**config.mk**
```make
export PLATFORM = sky130hd
export DESIGN_NAME = jk_gray_walker
export DESIGN_NICKNAME = d
export VERILOG_FILES = /design/src/rtl/jk_walk_pkg.sv /design/src/rtl/jk_cell.sv /design/src/rtl/jk_gray_walker.sv
export SDC_FILE = /design/constraint.sdc
export NUM_CORES = 1
export LEC_CHECK = 0
export ABC_AREA = 0
export CAP_MARGIN = 20
export CORE_MARGIN = 5
export CORE_UTILIZATION = 48
export DETAILED_ROUTE_END_ITERATION = 12
export PLACE_DENSITY = 0.93
export SYNTH_ARGS = -nofsm -noshare
export SYNTH_HDL_FRONTEND = slang
export SYNTH_SLANG_ARGS = --single-unit
export TNS_END_PERCENT = 5
```
**constraint.sdc**
```tcl
create_clock -name clk -period 3.1 [get_ports clk]
set_input_delay 0.775 -clock clk [delete_from_list [all_inputs] [get_ports clk]]
set_output_delay 0.775 -clock clk [all_outputs]
set_load 0.005 [all_outputs]
```
**src/rtl/jk_walk_pkg.sv**
```systemverilog
// Shared types and J/K excitation codes for the JK Gray-style walker and its cells.
// Excitation codes are packed {J,K}.
package jk_walk_pkg;

    typedef enum logic [1:0] {
        IDLE = 2'd0,
        WALK = 2'd1,
        DONE = 2'd2
    } walk_state_t;

    localparam logic [1:0] JK_HOLD = 2'b00;
    localparam logic [1:0] JK_SET  = 2'b10;
    localparam logic [1:0] JK_RST  = 2'b01;
    localparam logic [1:0] JK_TGL  = 2'b11;

endpackage

```
**src/rtl/jk_cell.sv**
```systemverilog
// Single JK flip-flop storage cell with asynchronous active-low clear.
module jk_cell
    import jk_walk_pkg::*;
(
    input  logic clk,
    input  logic clear_n,
    input  logic j,
    input  logic k,
    output logic q
);

    logic r_q;

    always_ff @(posedge clk or negedge clear_n) begin
        if (!clear_n) begin
            r_q <= 1'b0;
        end else begin
            case ({j, k})
                JK_HOLD: r_q <= r_q;
                JK_SET:  r_q <= 1'b1;
                JK_RST:  r_q <= 1'b0;
                JK_TGL:  r_q <= ~r_q;
                default: r_q <= r_q;
            endcase
        end
    end

    assign q = r_q;

endmodule

```
**src/rtl/jk_gray_walker.sv**
```systemverilog
// Walks a bank of JK cells to a target one bit per clock, lowest differing bit first.
// Define JK_WALK_TOGGLE_EN to drive the changing bit with J=K=1 instead of set/reset codes.
module jk_gray_walker
    import jk_walk_pkg::*;
#(
    parameter int WIDTH = 4
) (
    input  logic             clk,
    input  logic             clear_n,
    input  logic             tgt_valid,
    output logic             tgt_ready,
    input  logic [WIDTH-1:0] tgt_data,
    input  logic             abort,
    output logic [WIDTH-1:0] q,
    output logic [WIDTH-1:0] j_out,
    output logic [WIDTH-1:0] k_out,
    output logic             busy,
    output logic             done
);

    localparam logic [WIDTH-1:0] W_ONE = WIDTH'(1);

    walk_state_t      r_state;
    logic [WIDTH-1:0] r_tgt;
    logic             r_busy;
    logic             r_done;
    logic             r_ready;

    logic [WIDTH-1:0] w_q;
    logic [WIDTH-1:0] w_diff;
    logic [WIDTH-1:0] w_sel;
    logic [WIDTH-1:0] w_j;
    logic [WIDTH-1:0] w_k;
    logic             w_walk_active;

    // Abort suppresses excitation in the same cycle so no flip lands on the way out.
    assign w_diff        = w_q ^ r_tgt;
    assign w_walk_active = (r_state == WALK) && !abort;
    assign w_sel         = w_walk_active ? (w_diff & (~w_diff + W_ONE)) : '0;

    generate
        for (genvar gi = 0; gi < WIDTH; gi++) begin : g_cell
`ifdef JK_WALK_TOGGLE_EN
            assign {w_j[gi], w_k[gi]} = w_sel[gi] ? JK_TGL : JK_HOLD;
`else
            assign {w_j[gi], w_k[gi]} = !w_sel[gi] ? JK_HOLD :
                                        (r_tgt[gi] ? JK_SET : JK_RST);
`endif
            jk_cell u_cell (
                .clk     (clk),
                .clear_n (clear_n),
                .j       (w_j[gi]),
                .k       (w_k[gi]),
                .q       (w_q[gi])
            );
        end
    endgenerate

    always_ff @(posedge clk or negedge clear_n) begin
        if (!clear_n) begin
            r_state <= IDLE;
            r_tgt   <= '0;
            r_busy  <= 1'b0;
            r_done  <= 1'b0;
            r_ready <= 1'b1;
        end else begin
            case (r_state)
                IDLE: begin
                    if (tgt_valid) begin
                        r_tgt   <= tgt_data;
                        r_state <= WALK;
                        r_busy  <= 1'b1;
                        r_ready <= 1'b0;
                    end
                end
                WALK: begin
                    if (abort) begin
                        r_state <= IDLE;
                        r_busy  <= 1'b0;
                        r_ready <= 1'b1;
                    end else if (w_diff == '0) begin
                        r_state <= DONE;
                        r_done  <= 1'b1;
                    end
                end
                DONE: begin
                    r_state <= IDLE;
                    r_done  <= 1'b0;
                    r_busy  <= 1'b0;
                    r_ready <= 1'b1;
                end
                default: begin
                    r_state <= IDLE;
                    r_done  <= 1'b0;
                    r_busy  <= 1'b0;
                    r_ready <= 1'b1;
                end
            endcase
        end
    end

    assign q         = w_q;
    assign j_out     = w_j;
    assign k_out     = w_k;
    assign busy      = r_busy;
    assign done      = r_done;
    assign tgt_ready = r_ready;

endmodule

```
==> results.md, run 1 <==
* Via count at 512
* F_max at 344.0 MHz
* Effective utilization at floorplan at 0.4966
* Utilization of the core after routing at 0.6573
* Hold Vio Cnt, Final at 0
* Wire length after detailed routing at 1379 um
* Antenna diode count at 0
* Count of different cell masters after synthesis at 20
* Maximum count of clock buffers along a single path at 2
* Worst hold slack at 533.3 ps
* Status: complete, no violations
* Startpoint types: primary input
* Width of the die at 49.02 um
* Worst-case reg-to-reg path depth at 5
* Antenna violations before repair at 0
* TritonCTS Buffers at 3
* Die area at 2402 um2
* I/O Pins at 23
* Wire length of the first global-routing pass at 2346 um
* Average vias per placed instance at 5.224
* TritonRoute pass-1 iters at 4
* Average footprint of a synthesized cell at 11.79 um2
* Highest-count cells in the layout ignoring fill and taps: sky130_fd_sc_hd__clkdlybuf4s50_1 (21), sky130_fd_sc_hd__dfrtp_1 (12), sky130_fd_sc_hd__mux2_2 (6), sky130_fd_sc_hd__buf_4 (6)
* Setup slack of the worst register-to-register path at 1350 ps
* Slew @ Worst Pin at 561.5 ps
* Number of levels in the clock H-tree at 1
* Leakage power figure at 0.0003999 uW
* Worst Hold Launch: busy
* Critical R2R Capture: g_cell[3].u_cell.q
* Final-stage net count at 91
* Drc violations at 0
* Number of global-route vias before repair at 526
* Max-slew violation total from the final report at 0
* Filler Cells Inserted at 120
* Die height at 49.02 um
* HPWL after DPL at 1059 um
* Required time reported for the critical path endpoint at 2320 ps
* Unrepaired setup endpoints after global routing: no
* Most frequent standard cell in the layout excluding fill and tap cells: sky130_fd_sc_hd__clkdlybuf4s50_1
* Site Rows at 14
* Peak supply drop at 0.4942 mV
* TritonCTS clock tree: yes
* Clk Latency, worst-skew pair at 280 ps
* Fin crit share at 0.9377
* Core area at 1471 um2
* Final cell count without fillers at 98
* Max_cap viols at 0
* Path class of the lowest-slack min-delay path: reg2reg
* Cell count after synthesis at 62
* Crit Path Category: in2out
* TritonCTS Sinks at 13
* Worst r2r src: g_cell[0].u_cell.q
* Detailed-route wire length per cell at 14.07 um
* Total nets after synthesis at 70
* Root buf cell: sky130_fd_sc_hd__clkbuf_4
* Total global routing track utilization at 0.1286
* Proportion of synthesized chip area in sequential cells at 0.4469
* Final ANT Viol Nets at 0
* Number of buffers inserted by port buffering at 22
* Maximum fanout encountered on the critical timing path at 4
* Flops & latches, synth at 13
* Crit. End Element: primary output
* Clock transition at the register clock pins on the worst setup and hold paths after CTS at 80 ps
* Dpl cells at 91
* Layout Cell Area excl Fill at 967.2 um2
* Crit path DAT at 2130 ps
* Iteration-0 DRC Markers at 10
* Post-Route Skew at 0.6425 ps
* Post-layout min period at 2907 ps
* Largest net degree at the start of global routing at 14
* Worst-case hold path end point: busy
* Hold Path Stages at 2
* Post-DP Area at 903.4 um2
* Number of warnings printed during yosys synthesis at 0
* Power density relative to cell area at 934.4 nW/um2
* Relative slew slack at 0.6245
* GRT Residual Overflow at 0
* Synth Cell Area at 730.7 um2
* Hold bufs inserted after CTS at 0
* Synthesis-to-layout area growth at 32.36%
* Proportion of layout cells with a drive suffix above 1 at 0.3415
* Total of endpoints with negative setup slack in the final report at 0
* Gp weighted congestion at 0.6919
flip-flops by register name, summed over array words and instances (netlist names):
name / count
r_state: 2
done: 1
r_tgt: 4
tgt_ready: 1
busy: 1
g_cell.u_cell.q: 4
worst max-delay path by stage:
stage	start	to	slack, ps	cells after the start
detailed placement	abort	k_out[3]	-250	5
global placement	abort	j_out[3]	-190	5
floorplan	abort	j_out[2]	760	4
finish	abort	j_out[0]	190	6
CTS	abort	j_out[3]	80	5
global route	abort	k_out[1]	140	5
cell usage after synthesis:
| library cell | n | area, um2 |
|---|---|---|
| sky130_fd_sc_hd__buf_4 | 12 | 90.09 |
| sky130_fd_sc_hd__dfrtp_1 | 12 | 300.3 |
| sky130_fd_sc_hd__mux2_2 | 6 | 67.56 |
| sky130_fd_sc_hd__nor3b_1 | 6 | 45.04 |
| sky130_fd_sc_hd__xnor2_1 | 4 | 35.03 |
| sky130_fd_sc_hd__nand2_1 | 3 | 11.26 |
| sky130_fd_sc_hd__a21oi_1 | 2 | 10.01 |
| sky130_fd_sc_hd__and2b_1 | 2 | 15.01 |
| sky130_fd_sc_hd__and3b_2 | 2 | 20.02 |
| sky130_fd_sc_hd__mux2_4 | 2 | 30.03 |
| sky130_fd_sc_hd__nor2_1 | 2 | 7.510 |
| sky130_fd_sc_hd__a21o_1 | 1 | 7.510 |
| sky130_fd_sc_hd__dfstp_2 | 1 | 26.28 |
| sky130_fd_sc_hd__inv_1 | 1 | 3.750 |
| sky130_fd_sc_hd__nand3_2 | 1 | 10.01 |
| sky130_fd_sc_hd__nand4_1 | 1 | 6.260 |
| sky130_fd_sc_hd__nand4_2 | 1 | 12.51 |
| sky130_fd_sc_hd__nor3b_4 | 1 | 18.77 |
| sky130_fd_sc_hd__o21bai_1 | 1 | 7.510 |
| sky130_fd_sc_hd__o22ai_1 | 1 | 6.260 |
critical path, cell delays in order:
cell and delay [ps]:
sky130_fd_sc_hd__clkbuf_2 110, sky130_fd_sc_hd__nor3b_4 310, sky130_fd_sc_hd__buf_4 160, sky130_fd_sc_hd__buf_4 110
sky130_fd_sc_hd__and3b_2 170, sky130_fd_sc_hd__clkdlybuf4s50_1 490
metal layers:
layer,global-route usage,wire length [um],vias up,part of all wire
li1,-,-,243,-
met1,0.1369,558,245,0.40
met2,0.2130,691,19,0.50
met3,0.04587,91,5,0.066
met4,0.08072,38,0,0.028
met5,0,0,-,0
what timing repair did:
item	4_1_cts	5_1_grt
gates resized for setup	4	3
pin swaps	1	1
endpoints found under the setup margin	8	3
buffers inserted	2	1
final cells by class:
cell class	instances	area (um2)	area share
inverters	1	3.754	0.003881
well taps	16	20.02	0.02070
multi-input cells	36	330.3	0.3415
clock buffers	4	26.28	0.02717
flip-flops and latches	13	326.6	0.3376
repair buffers	28	260.3	0.2691
through the flow:
stage | power (uW) | setup TNS (ps) | setup WS, ps
global placement | 754.8 | -1019 | -190.8
global route | 962.1 | 0 | 143.2
finish | 903.7 | 0 | 193.3
detailed placement | 781.5 | -1352 | -248.0
CTS | 900.8 | 0 | 80.87
floorplan | 633.7 | 0 | 763.0
power breakdown:
| group | total [uW] | internal, uW | switching, uW | leakage, uW |
|---|---|---|---|---|
| Sequential | 349 | 254 | 94.7 | 0.000153 |
| Combinational | 450 | 282 | 168 | 0.000232 |
| Clock | 105 | 50.0 | 54.9 | 0.0000150 |
| Total | 904 | 586 | 318 | 0.000400 |
logic make-up after synthesis:
| logic type | share of synthesized area |
|---|---|
| AND/OR/NAND/NOR | 0.2003 |
| AO/OA/AOI/OAI | 0.04282 |
| flip-flops | 0.4469 |
| multiplexers | 0.1336 |
| buffers and inverters | 0.1284 |
| XOR/XNOR | 0.04794 |
No activity file was read; power rests on OpenSTA's default activity.
==> inputs of run 2 (changes only) <==
Settings changed: CAP_MARGIN 20 to not set.
==> results of run 2 <==
No change in the layout: final DEF, timing and power equal those of run 1.
==> inputs of run 3 (changes only) <==
Settings changed: CORE_UTILIZATION 48 to 55, DONT_BUFFER_PORTS set to 1, PLACE_DENSITY 0.93 to 0.81.
==> run 3 against run 2 <==
  * Clock-buffer cell count stayed put
  * Combinational power down 39%
  * Global-route usage fell by 1.2 points
  * Utilization down 12 points
  * Total power decreased by 19%
  * Sequential share of layout area rose by 14 points
  * Via count fell by 21%
  * Sequential power hardly changed
  * Routed wire length fell by 22%
  * Cell area decreased by 29%
  * Critical endpoint is now j_out[3]
==> results.md, run 3 (synthesis gave the netlist of run 1 again) <==
* Wire length of the first global-routing pass at 1649 um (-30%)
* Number of buffers inserted by post-CTS setup repair at 0 (-2)
* Core area at 1285 um2 (-13%)
* TritonCTS Buffers at 3 (unchanged)
* Die area at 2158 um2 (-10%)
* Drc violations at 0 (unchanged)
* Highest-count cells in the layout ignoring fill and taps: sky130_fd_sc_hd__dfrtp_1 (12), sky130_fd_sc_hd__nor3b_1 (6), sky130_fd_sc_hd__mux2_2 (6), sky130_fd_sc_hd__xnor2_1 (4)
* Root buf cell: sky130_fd_sc_hd__clkbuf_4
* Site Rows at 13 (-1)
* Largest net degree at the start of global routing at 14 (unchanged)
* Number of global-route vias before repair at 366 (-30%)
* F_max at 412.3 MHz (+20%)
* Startpoint types: flop
* Area of the multi-input gates at 310.3 um2 (-6.1%)
* Total negative setup slack at 0 ps (unchanged)
* Antenna diode count at 0 (unchanged)
* Synthesis-to-layout area growth at -6.164%
* Hold Vio Cnt, Final at 0 (unchanged)
* Via count at 402 (-21%)
* Met3 Resource Use GR at 0.03516 (-0.01072)
* Max-slew violation total from the final report at 0 (unchanged)
* Average vias per placed instance at 5.826 (+12%)
* Crit Path Category: reg2out
* Crit path DAT at 1650 ps (-480 ps)
* Clk Latency, worst-skew pair at 270 ps (about the same)
* Fin crit share at 0.7824 (-0.1553)
* Post-layout min period at 2425 ps (-481.4 ps)
* Unrepaired setup endpoints after global routing: no
* Required time reported for the critical path endpoint at 2320 ps (about the same)
* Most frequent standard cell in the layout excluding fill and tap cells: sky130_fd_sc_hd__dfrtp_1
* Detailed-route wire length per cell at 15.52 um (+10%)
* Final-stage net count at 63 (-31%)
* Gp weighted congestion at 0.6736 (-2.6%)
* GRT Residual Overflow at 0 (unchanged)
* Clock transition at the register clock pins on the worst setup and hold paths after CTS at 80 ps (about the same)
* Number of levels in the clock H-tree at 1 (unchanged)
* Final ANT Viol Nets at 0 (unchanged)
* Relative slew slack at 0.7301 (+0.1056)
* Busiest layer in global routing: met2
* Sequential standard cell area at 326.6 um2 (unchanged)
* Width of the die at 46.45 um (-5.2%)
* Crit. End Element: primary output
* Met2 track utilization from global routing at 0.1731 (-0.03997)
* Maximum count of clock buffers along a single path at 2 (unchanged)
* TritonRoute pass-1 iters at 3 (-1)
* Status: complete, no violations
* Total of endpoints with negative setup slack in the final report at 0 (unchanged)
* Slew @ Worst Pin at 401.9 ps (-159.6 ps)
* TritonCTS Sinks at 13 (unchanged)
* Maximum fanout encountered on the critical timing path at 5 (+1)
* Proportion of layout cells with a drive suffix above 1 at 0.3148 (-0.02665)
* Total global routing track utilization at 0.1166 (-0.01208)
* Utilization of the core after routing at 0.5336 (-0.1237)
* Max_cap viols at 0 (unchanged)
* Path class of the lowest-slack min-delay path: in2async
* Iteration-0 DRC Markers at 4 (-6)
* Hold bufs inserted after CTS at 0 (unchanged)
* HPWL after DPL at 803 um (-24%)
* TritonCTS clock tree: yes
* Overall power at 730.8 uW (-19%)
* Peak supply drop at 0.4176 mV (-16%)
* Filler Cells Inserted at 120 (unchanged)
* Post-Route Skew at 1.848 ps (+1.206 ps)
* Number of buffers inserted by port buffering at 0 (-100%)
* PostCTS Resize Cnt at 0 (-4)
* Power density relative to cell area at 1066 nW/um2 (+14%)
* Antenna violations before repair at 0 (unchanged)
* I/O Pins at 23 (unchanged)
* Die height at 46.45 um (-5.2%)
* Effective utilization at floorplan at 0.5686 (+0.07205)
* Wire length after detailed routing at 1071 um (-22%)
* Met1 routing resource usage after global routing at 0.1332 (-0.003710)
* Leakage power figure at 0.0002861 uW (-28%)
-- run 3: cell count changes in the layout (fill, tap and decap cells not counted), sizes merged --
cell           previous run  this run
buf                       6         0
clkdlybuf4s50            21         0
clkbuf                    5         4
-- run 3: layout make-up --
class	instances	share of cell area
Tap cell	15	0.02737
Clock buffer	4	0.03832
Multi-Input combinational cell	36	0.4526
Inverter	1	0.005474
Sequential cell	13	0.4763
-- run 3: report_power, final --
part / internal (uW) / total [uW] / switching, uW
clock network: 49.9 / 104 / 54.0
logic: 155 / 276 / 121
registers: 254 / 351 / 96.5
-- run 3: through the flow --
stage | cells | hold WS, ps | area, um2 | setup slack, ps
2_1_floorplan | 62 | 479.4 | 730.7 | 763.0
3_3_place_gp | 65 | 479.7 | 659.4 | 745.1
3_5_place_dp | 65 | 479.7 | 659.4 | 695.8
4_1_cts | 69 | 177.8 | 685.7 | 661.8
5_1_grt | 69 | 165.3 | 685.7 | 554.6
6_report | 69 | 184.2 | 685.7 | 674.6
-- run 3: worst paths after layout --
kind,slack (ps),cells past startpoint,to,startpoint
worst max-delay path,670,3,j_out[3],g_cell[0].u_cell.q
worst min-delay path,180,0,g_cell[2].u_cell.q,clear_n
worst max register to register,1620,3,g_cell[3].u_cell.q,g_cell[0].u_cell.q
worst min register to register,540,1,busy,r_state[1]
max in group asynchronous,2750,0,tgt_ready,clear_n
min in group clk,540,1,busy,r_state[1]
-- run 3: worst max-delay path, cell delays in order, from the launching register on --
cell,delay [ps]
sky130_fd_sc_hd__dfrtp_1,440
sky130_fd_sc_hd__xnor2_1,390
sky130_fd_sc_hd__nand4_2,220
sky130_fd_sc_hd__nor3b_1,330
-- run 3: layer usage --
| metal | up-vias | share of wire |
|---|---|---|
| li1 | 188 | - |
| met1 | 192 | 0.41 |
| met2 | 17 | 0.47 |
| met3 | 5 | 0.084 |
| met4 | 0 | 0.039 |
| met5 | - | 0 |
